$ cat config.mk
export PLATFORM = sky130hd
export DESIGN_NAME = idex_pipe_stage_flat
export DESIGN_NICKNAME = d
export VERILOG_FILES = /design/src/rtl/idex_pkg.sv /design/src/rtl/idex_if.sv /design/src/rtl/idex_perf_cnt.sv /design/src/rtl/idex_pipe_stage.sv /design/src/flat_wrapper.sv
export SDC_FILE = /design/constraint.sdc
export NUM_CORES = 1
export LEC_CHECK = 0
export ABC_AREA = 1
export CAP_MARGIN = 40
export CORE_ASPECT_RATIO = 1.1
export CORE_MARGIN = 4
export CORE_UTILIZATION = 35
export DETAILED_ROUTE_END_ITERATION = 16
export GPL_TIMING_DRIVEN = 0
export PLACE_DENSITY_LB_ADDON = 0.05
export RECOVER_POWER = 25
export SYNTH_ARGS = -nofsm -noshare
export SYNTH_HDL_FRONTEND = slang
export SYNTH_SLANG_ARGS = --single-unit
$ cat constraint.sdc
create_clock -name clk -period 0.8 [get_ports clk]
set_input_delay 0.16 -clock clk [delete_from_list [all_inputs] [get_ports clk]]
set_output_delay 0.16 -clock clk [all_outputs]
set_load 0.02 [all_outputs]
$ cat src/rtl/idex_pkg.sv
// rtl/idex_pkg.sv - shared types and constants for the ID->EX pipeline stage
package idex_pkg;

    typedef struct packed {
        logic mem_read;
        logic mem_to_reg;
        logic mem_write;
        logic reg_write;
    } ctrl_t;

    localparam logic [31:0] NOP_INSTR   = 32'h0;
    localparam ctrl_t       CTRL_BUBBLE = '0;

endpackage

$ cat src/rtl/idex_if.sv
// rtl/idex_if.sv - ID-side inputs, EX-side outputs and perf counter bus of the ID->EX stage
interface idex_if
    import idex_pkg::*;
#(
    parameter int DATA_W     = 32,
    parameter int NUM_OPS    = 2,
    parameter int REG_ADDR_W = 5,
    parameter int ALU_CTRL_W = 4,
    parameter int CNT_W      = 16
) ();

    logic                      stall_i;
    logic                      flush_i;
    logic                      id_valid_i;
    logic [DATA_W-1:0]         id_instr_i;
    logic [NUM_OPS*DATA_W-1:0] id_ops_i;
    logic [DATA_W-1:0]         id_imm_i;
    ctrl_t                     id_ctrl_i;
    logic [REG_ADDR_W-1:0]     id_wr_reg_i;
    logic [ALU_CTRL_W-1:0]     id_alu_ctrl_i;

    logic                      ex_valid_o;
    logic [DATA_W-1:0]         ex_instr_o;
    logic [NUM_OPS*DATA_W-1:0] ex_ops_o;
    logic [DATA_W-1:0]         ex_imm_o;
    ctrl_t                     ex_ctrl_o;
    logic [REG_ADDR_W-1:0]     ex_wr_reg_o;
    logic [ALU_CTRL_W-1:0]     ex_alu_ctrl_o;

    logic                      cnt_clr_i;
    logic [CNT_W-1:0]          stall_cnt_o;
    logic [CNT_W-1:0]          flush_cnt_o;
    logic [CNT_W-1:0]          bubble_cnt_o;

    modport slave (
        input  stall_i, flush_i, id_valid_i, id_instr_i, id_ops_i, id_imm_i,
               id_ctrl_i, id_wr_reg_i, id_alu_ctrl_i, cnt_clr_i,
        output ex_valid_o, ex_instr_o, ex_ops_o, ex_imm_o, ex_ctrl_o,
               ex_wr_reg_o, ex_alu_ctrl_o, stall_cnt_o, flush_cnt_o, bubble_cnt_o
    );

    modport master (
        output stall_i, flush_i, id_valid_i, id_instr_i, id_ops_i, id_imm_i,
               id_ctrl_i, id_wr_reg_i, id_alu_ctrl_i, cnt_clr_i,
        input  ex_valid_o, ex_instr_o, ex_ops_o, ex_imm_o, ex_ctrl_o,
               ex_wr_reg_o, ex_alu_ctrl_o, stall_cnt_o, flush_cnt_o, bubble_cnt_o
    );

endinterface

$ cat src/rtl/idex_perf_cnt.sv
// rtl/idex_perf_cnt.sv - saturating event counter with synchronous clear
module idex_perf_cnt #(
    parameter int CNT_W = 16
) (
    input  logic             clk,
    input  logic             rst_n,
    input  logic             clr,
    input  logic             inc,
    output logic [CNT_W-1:0] cnt
);

    always_ff @(posedge clk or negedge rst_n) begin
        if (!rst_n) begin
            cnt <= '0;
        end else if (clr) begin
            cnt <= '0;
        end else if (inc && (cnt != {CNT_W{1'b1}})) begin
            cnt <= cnt + 1'b1;
        end
    end

endmodule

$ cat src/rtl/idex_pipe_stage.sv
// rtl/idex_pipe_stage.sv - ID->EX stage register with stall hold, flush/bubble insert
// Optional perf counters enabled by defining IDEX_PERF_CNT_EN.
module idex_pipe_stage
    import idex_pkg::*;
#(
    parameter int DATA_W     = 32,
    parameter int NUM_OPS    = 2,
    parameter int REG_ADDR_W = 5,
    parameter int ALU_CTRL_W = 4,
    parameter int CNT_W      = 16
) (
    input logic   clk,
    input logic   rst_n,
    idex_if.slave bus
);

    localparam logic [DATA_W-1:0] NOP = DATA_W'(NOP_INSTR);

    logic                      exValid,   nextValid;
    logic [DATA_W-1:0]         exInstr,   nextInstr;
    logic [NUM_OPS*DATA_W-1:0] exOps,     nextOps;
    logic [DATA_W-1:0]         exImm,     nextImm;
    ctrl_t                     exCtrl,    nextCtrl;
    logic [REG_ADDR_W-1:0]     exWrReg,   nextWrReg;
    logic [ALU_CTRL_W-1:0]     exAluCtrl, nextAluCtrl;

    logic insertBubble;
    assign insertBubble = bus.flush_i || (!bus.stall_i && !bus.id_valid_i);

    // Bubble forces ctrl/wr_reg to zero so an invalid slot can never write memory or registers.
    always_comb begin
        nextValid   = exValid;
        nextInstr   = exInstr;
        nextOps     = exOps;
        nextImm     = exImm;
        nextCtrl    = exCtrl;
        nextWrReg   = exWrReg;
        nextAluCtrl = exAluCtrl;
        if (insertBubble) begin
            nextValid   = 1'b0;
            nextInstr   = NOP;
            nextOps     = '0;
            nextImm     = '0;
            nextCtrl    = CTRL_BUBBLE;
            nextWrReg   = '0;
            nextAluCtrl = '0;
        end else if (!bus.stall_i) begin
            nextValid   = 1'b1;
            nextInstr   = bus.id_instr_i;
            nextOps     = bus.id_ops_i;
            nextImm     = bus.id_imm_i;
            nextCtrl    = bus.id_ctrl_i;
            nextWrReg   = bus.id_wr_reg_i;
            nextAluCtrl = bus.id_alu_ctrl_i;
        end
    end

    always_ff @(posedge clk or negedge rst_n) begin
        if (!rst_n) begin
            exValid   <= 1'b0;
            exInstr   <= NOP;
            exOps     <= '0;
            exImm     <= '0;
            exCtrl    <= CTRL_BUBBLE;
            exWrReg   <= '0;
            exAluCtrl <= '0;
        end else begin
            exValid   <= nextValid;
            exInstr   <= nextInstr;
            exOps     <= nextOps;
            exImm     <= nextImm;
            exCtrl    <= nextCtrl;
            exWrReg   <= nextWrReg;
            exAluCtrl <= nextAluCtrl;
        end
    end

    assign bus.ex_valid_o    = exValid;
    assign bus.ex_instr_o    = exInstr;
    assign bus.ex_ops_o      = exOps;
    assign bus.ex_imm_o      = exImm;
    assign bus.ex_ctrl_o     = exCtrl;
    assign bus.ex_wr_reg_o   = exWrReg;
    assign bus.ex_alu_ctrl_o = exAluCtrl;

`ifdef IDEX_PERF_CNT_EN
    idex_perf_cnt #(.CNT_W(CNT_W)) uStallCnt (
        .clk   (clk),
        .rst_n (rst_n),
        .clr   (bus.cnt_clr_i),
        .inc   (bus.stall_i && !bus.flush_i),
        .cnt   (bus.stall_cnt_o)
    );

    idex_perf_cnt #(.CNT_W(CNT_W)) uFlushCnt (
        .clk   (clk),
        .rst_n (rst_n),
        .clr   (bus.cnt_clr_i),
        .inc   (bus.flush_i),
        .cnt   (bus.flush_cnt_o)
    );

    idex_perf_cnt #(.CNT_W(CNT_W)) uBubbleCnt (
        .clk   (clk),
        .rst_n (rst_n),
        .clr   (bus.cnt_clr_i),
        .inc   (!bus.stall_i && !bus.flush_i && !bus.id_valid_i),
        .cnt   (bus.bubble_cnt_o)
    );
`else
    logic unusedCntClr;
    assign unusedCntClr     = bus.cnt_clr_i;
    assign bus.stall_cnt_o  = '0;
    assign bus.flush_cnt_o  = '0;
    assign bus.bubble_cnt_o = '0;
`endif

endmodule
$ cat src/flat_wrapper.sv
// flat-port wrapper written by rule: the top's interface ports become plain ports
module idex_pipe_stage_flat import idex_pkg::*;
#(
    parameter int DATA_W     = 32,
    parameter int NUM_OPS    = 2,
    parameter int REG_ADDR_W = 5,
    parameter int ALU_CTRL_W = 4,
    parameter int CNT_W      = 16
)
  (clk, rst_n, bus_stall_i, bus_flush_i, bus_id_valid_i, bus_id_instr_i, bus_id_ops_i, bus_id_imm_i, bus_id_ctrl_i, bus_id_wr_reg_i, bus_id_alu_ctrl_i, bus_cnt_clr_i, bus_ex_valid_o, bus_ex_instr_o, bus_ex_ops_o, bus_ex_imm_o, bus_ex_ctrl_o, bus_ex_wr_reg_o, bus_ex_alu_ctrl_o, bus_stall_cnt_o, bus_flush_cnt_o, bus_bubble_cnt_o);
  idex_if #(.DATA_W(DATA_W), .NUM_OPS(NUM_OPS), .REG_ADDR_W(REG_ADDR_W), .ALU_CTRL_W(ALU_CTRL_W), .CNT_W(CNT_W)) bus_i ();
  input logic clk;
  input logic rst_n;
  input wire logic [$bits(bus_i.stall_i)-1:0] bus_stall_i;
  input wire logic [$bits(bus_i.flush_i)-1:0] bus_flush_i;
  input wire logic [$bits(bus_i.id_valid_i)-1:0] bus_id_valid_i;
  input wire logic [$bits(bus_i.id_instr_i)-1:0] bus_id_instr_i;
  input wire logic [$bits(bus_i.id_ops_i)-1:0] bus_id_ops_i;
  input wire logic [$bits(bus_i.id_imm_i)-1:0] bus_id_imm_i;
  input wire logic [$bits(bus_i.id_ctrl_i)-1:0] bus_id_ctrl_i;
  input wire logic [$bits(bus_i.id_wr_reg_i)-1:0] bus_id_wr_reg_i;
  input wire logic [$bits(bus_i.id_alu_ctrl_i)-1:0] bus_id_alu_ctrl_i;
  input wire logic [$bits(bus_i.cnt_clr_i)-1:0] bus_cnt_clr_i;
  output wire logic [$bits(bus_i.ex_valid_o)-1:0] bus_ex_valid_o;
  output wire logic [$bits(bus_i.ex_instr_o)-1:0] bus_ex_instr_o;
  output wire logic [$bits(bus_i.ex_ops_o)-1:0] bus_ex_ops_o;
  output wire logic [$bits(bus_i.ex_imm_o)-1:0] bus_ex_imm_o;
  output wire logic [$bits(bus_i.ex_ctrl_o)-1:0] bus_ex_ctrl_o;
  output wire logic [$bits(bus_i.ex_wr_reg_o)-1:0] bus_ex_wr_reg_o;
  output wire logic [$bits(bus_i.ex_alu_ctrl_o)-1:0] bus_ex_alu_ctrl_o;
  output wire logic [$bits(bus_i.stall_cnt_o)-1:0] bus_stall_cnt_o;
  output wire logic [$bits(bus_i.flush_cnt_o)-1:0] bus_flush_cnt_o;
  output wire logic [$bits(bus_i.bubble_cnt_o)-1:0] bus_bubble_cnt_o;
  assign bus_i.stall_i = bus_stall_i;
  assign bus_i.flush_i = bus_flush_i;
  assign bus_i.id_valid_i = bus_id_valid_i;
  assign bus_i.id_instr_i = bus_id_instr_i;
  assign bus_i.id_ops_i = bus_id_ops_i;
  assign bus_i.id_imm_i = bus_id_imm_i;
  assign bus_i.id_ctrl_i = bus_id_ctrl_i;
  assign bus_i.id_wr_reg_i = bus_id_wr_reg_i;
  assign bus_i.id_alu_ctrl_i = bus_id_alu_ctrl_i;
  assign bus_i.cnt_clr_i = bus_cnt_clr_i;
  assign bus_ex_valid_o = bus_i.ex_valid_o;
  assign bus_ex_instr_o = bus_i.ex_instr_o;
  assign bus_ex_ops_o = bus_i.ex_ops_o;
  assign bus_ex_imm_o = bus_i.ex_imm_o;
  assign bus_ex_ctrl_o = bus_i.ex_ctrl_o;
  assign bus_ex_wr_reg_o = bus_i.ex_wr_reg_o;
  assign bus_ex_alu_ctrl_o = bus_i.ex_alu_ctrl_o;
  assign bus_stall_cnt_o = bus_i.stall_cnt_o;
  assign bus_flush_cnt_o = bus_i.flush_cnt_o;
  assign bus_bubble_cnt_o = bus_i.bubble_cnt_o;
  idex_pipe_stage #(.DATA_W(DATA_W), .NUM_OPS(NUM_OPS), .REG_ADDR_W(REG_ADDR_W), .ALU_CTRL_W(ALU_CTRL_W), .CNT_W(CNT_W)) u_core (.clk(clk), .rst_n(rst_n), .bus(bus_i));
endmodule
Word-level counts from Yosys, hierarchy flattened --
Cells that the tools add are included.
Cells by class: equality and inequality tests 1, muxes and demuxes 14, reduce and logical (&&, ||, !) cells 4
Operator list (number):
- $mux 32 | 4
- $mux 64 | 2
- $mux 4 | 4
- $mux 5 | 2
- $logic_not 1->1 | 2
- $mux 1 | 2
- $ne 2x1->1 const B | 1
- $logic_and 1x1->1 | 1
- $logic_or 1x1->1 | 1
Word-level totals: register bits 142, input bits 147, word-level logic and storage cells 29

Depth between registers and ports, before layout --
word-level depth 4, gate-level depth with buffers 8

Least setup slack after synthesis --
Ideal clock, no wire load.
path type in2reg, start point in bus_stall_i, end point reg u_core.exAluCtrl[0] (netlist: u_core.bus.ex_alu_ctrl_o[0]), arrival time 0.881 ns, required time 0.687 ns, setup slack -0.194 ns, cell stages on the path 7, path buffers 3, path through buf_4 > nor2_2 > nor2_4 > buf_4 > buf_4 > nand2_1 > inv_1
On the way: cells in the longest elaborated chain, start to end 4
RTL lines:
- from (decl) | line flat_wrapper.sv:14 | input wire logic [$bits(bus_i.stall_i)-1:0] bus_stall_i;
- $logic_not 1->1
- $logic_and 1x1->1 | line idex_pipe_stage.sv:28 | assign insertBubble = bus.flush_i || (!bus.stall_i && !bus.id_valid_i);
- $logic_or 1x1->1 | line idex_pipe_stage.sv:28
- $ne 2x1->1 (no source line) or $mux 4 (tied branches)
- to (signal assigned) | line idex_pipe_stage.sv:74 | exAluCtrl <= nextAluCtrl;
- to (decl) | line idex_pipe_stage.sv:25 | logic [ALU_CTRL_W-1:0] exAluCtrl, nextAluCtrl;
Several ways; a longest one is shown, not always the timed one. A chain may end at the register's enable or synchronous reset.

Worst setup path in the final report --
start point reg u_core.exInstr[19] (netlist: u_core.bus.ex_instr_o[19]), end point out bus_ex_instr_o[19]
RTL lines:
- from (decl) | line idex_pipe_stage.sv:20 | logic [DATA_W-1:0] exInstr, nextInstr;
- from (signal assigned) | line idex_pipe_stage.sv:69 | exInstr <= nextInstr;
- to (decl) | line flat_wrapper.sv:25 | output wire logic [$bits(bus_i.ex_instr_o)-1:0] bus_ex_instr_o;
No word-level cell between the ends.

==> metrics.csv <==
stage,metric,value,unit
flow_run,Max Cap Violations,0,
floorplan,Die Ht,155,um
sta,Max Slew Vio Count,0,
logic_synthesis,Mapped Area,0.00687,sq mm
clock_tree,clock-pin slew on the worst setup and hold paths,60,ps
sta,RSZ-0062 raised after global routing,yes,
setup_path,worst-path fanout max,2,
global_routing,vias in the first global route,6160,
clock_tree,# clock sinks,142,
layout,Final Util,60.9,%
setup_path,crit path launch,u_core.bus.ex_instr_o[19]$_DFFE_PN0P_,
logic_synthesis,YS warnings,0,
placement,PortBufs,286,
clock_tree,Num CTS Buffers,17,
sta,Final Worst Setup Slack,-341,ps
setup_path,Worst EP arrival,980,ps
global_routing,M1 GR Usage,24.0,%
clock_tree,H-tree level count,4,
setup_path,max incr delay on CP,410,ps
global_routing,largest net degree at the start of global routing,78,
setup_path,Critical Path RT,640,ps
placement,DP HPWL,15300,um
run_status,violated checks,"hold timing, setup timing",
layout,antenna diode count,0,
setup_path,reg2reg setup slack,-30,ps
route,DRC Markers,0,
sta,hold slack final,-86.4,ps
global_routing,first-pass GRT wire length,33300,um
sta,fmax,877,MHz
clock_tree,root buffer cell,clkbuf_16,
route,Pre-Repair DR Iteration Count,5,
sta,Setup TNS Final,-44320,ps
power_and_ir_drop,Worst VDD drop,1.39,mV
sta,Clock Skews,0,ps
layout,post-route cell area,0.0117,sq mm
setup_path,Reg2Reg Depth,5,
sta,Tcrit/Tclk final,143,%
layout,fin nets,1488,
layout,area delta synth->final,70.3,%
setup_path,CP cell instances,buf_6,
clock_tree,Worst-Skew Late Latency,420,ps
layout,most frequent cells in the layout,"nand2_1, buf_6, dfrtp_1, inv_1, clkdlybuf4s50_1",
floorplan,I/O pin count,337,
logic_synthesis,Yosys cell types,12,
clock_tree,Max Buffers Root-to-Sink,2,
logic_synthesis,Mapped Cells,948,
power_and_ir_drop,leakage power,7.23,nW
run_status,status,"complete, but fails checks",
route,1st-iter DRT viols,321,
logic_synthesis,proportion of netlist area held by the largest area contributor,51.7,%
layout,FILL cells,1791,
setup_path,CP Buf/Inv Count,1,
setup_path,Crit. End Element,output port,
setup_path,"Slowest-stage cell, CP",dfrtp_1,
global_routing,antenna violations before repair,0,
worst_hold_path,worst hold path class,in -> async,
floorplan,DIE WIDTH,142,um
logic_synthesis,Yosys reg bits,142,
floorplan,initial core utilization,35.7,%
global_routing,M3 GR Usage,6.70,%
logic_synthesis,"area leader, netlist",dfrtp_1,
route,Routed Wire Length,21900,um
floorplan,Rows,53,
floorplan,die area,0.0219,sq mm
setup_path,Reg2Reg Launch Point,u_core.bus.ex_ops_o[50]$_DFFE_PN0P_,
placement,Post-Place Cell Area,0.0104,sq mm
global_routing,grt ovf,0,
route,post-route antenna net violation count,0,
sta,Worst-Margin Slew,991,ps
global_routing,GRT Util Overall,19.2,%
setup_path,Reg-to-Reg End,u_core.bus.ex_ops_o[50]$_DFFE_PN0P_,
logic_synthesis,post-synthesis sequential area ratio,51.7,%
logic_synthesis,"top cells by area, synth","dfrtp_1, nand2_1, inv_1",
layout,Multi-input gate area,0.00242,sq mm
setup_path,Worst setup SP type,flop,
global_routing,grt peak-use layer,met2,
sta,Final Hold Fails,65,
layout,Seq. cell area,0.00355,sq mm
global_routing,GRT met2 Usage,31.1,%
route,vias per cell,4.00,
route,via count,6399,
placement,placed cell count,1529,
power_and_ir_drop,Pwr per Cell Area,1670,mW/mm^2
sta,Setup Viol. Count Final,217,
sta,max_slew headroom,34.0,%
layout,fraction of layout cells with a size suffix above 1,25.1,%
placement,GP Congestion,0.802,
sta,Final Critical Period,1140,ps
setup_path,CP Class,reg -> out,
clock_tree,CTS tree,done,
layout,"most common cell after layout, fill and taps aside",nand2_1,
route,drt wl/cell,13.7,um
layout,fin cells,1600,
logic_synthesis,Avg Inst Size Synth,7.25,sq um
setup_path,Top delay family on crit path,flip-flops,
floorplan,Core ar.,0.0192,sq mm
[registers in the layout (all words and copies together), names as in the netlist]
register and count:
u_core.bus.ex_instr_o 32, u_core.bus.ex_imm_o 32, u_core.bus.ex_ctrl_o 4, u_core.bus.ex_valid_o 1, u_core.bus.ex_wr_reg_o 5, u_core.bus.ex_alu_ctrl_o 4
u_core.bus.ex_ops_o 64
[through the flow]
| step | worst slack [ps] | power (mW) | hold slack (ps) |
|---|---|---|---|
| CTS | -364 | 19.6 | -241 |
| global placement | -6610 | 11.5 | 494 |
| detailed placement | -704 | 11.5 | 211 |
| finish | -341 | 19.6 | -86.4 |
| global route | -378 | 20.5 | -22.6 |
| floorplan | -65.9 | 9.64 | -136 |
[metal layers]
layer	part of all wire [%]	wire length [um]	up-vias
met1	41	9040	2763
li1	-	-	3382
met4	1.8	398	0
met5	0	0	-
met3	9.0	1970	26
met2	48	10500	228
[synth_stat cells]
| master | count |
|---|---|
| clkbuf_1 | 6 |
| o21bai_1 | 1 |
| buf_2 | 20 |
| nor2_2 | 1 |
| dfrtp_1 | 142 |
| nor2_1 | 2 |
| nand2_1 | 564 |
| inv_1 | 141 |
| inv_2 | 1 |
| nor2_4 | 1 |
| conb_1 | 1 |
| buf_4 | 68 |
[cells by family after synthesis]
kind of cell | count (synthesis) | share of synthesized area, %
flops | 142 | 51.7
compound gates | 1 | 0.109
buf+inv | 236 | 17.0
other cells | 1 | 0.0546
simple gates | 568 | 31.2
[power by group]
| part | internal, mW | leakage [nW] | switching (mW) |
|---|---|---|---|
| combinational | 2.09 | 5.04 | 1.97 |
| sequential | 7.50 | 1.92 | 0.245 |
| clock | 4.57 | 0.267 | 3.20 |
[worst reg2reg max path: cells and delay by family, from the launching register on]
kind	cells	cell delay, ps
flip-flops	1	400
buffers and inverters	2	170
AND/OR/NAND/NOR	3	150
[area by class of cell]
| type | instances | share of cell area [%] |
|---|---|---|
| tap | 247 | 2.64 |
| buffer | 93 | 6.63 |
| sequential | 142 | 30.4 |
| multi-input combinational | 617 | 20.6 |
| clock inverter | 14 | 1.26 |
| clock buffer | 17 | 3.63 |
| timing repair buffer | 328 | 30.3 |
| inverter | 142 | 4.55 |
[what timing repair did]
item                       in CTS  in global routing
gates cloned                    1                  2
buffers inserted               15                 28
pin swaps                      17                 46
gates resized for setup       871                 75
hold endpoints to repair       65                 65
setup endpoints to repair     283                234
[worst max-delay path by stage]
stage                                         endpoint  slack (ps)  depth (start not counted)
6_report                            bus_ex_instr_o[19]        -340                          1
5_1_grt                             bus_ex_instr_o[19]        -380                          1
4_1_cts                             bus_ex_instr_o[19]        -360                          1
3_5_place_dp       u_core.bus.ex_imm_o[13]$_DFFE_PN0P_        -700                          7
3_3_place_gp     u_core.bus.ex_instr_o[25]$_DFFE_PN0P_       -6610                          1
2_1_floorplan  u_core.bus.ex_alu_ctrl_o[0]$_DFFE_PN0P_         -70                          7
Note: power is estimated with default switching activity, not from simulation.
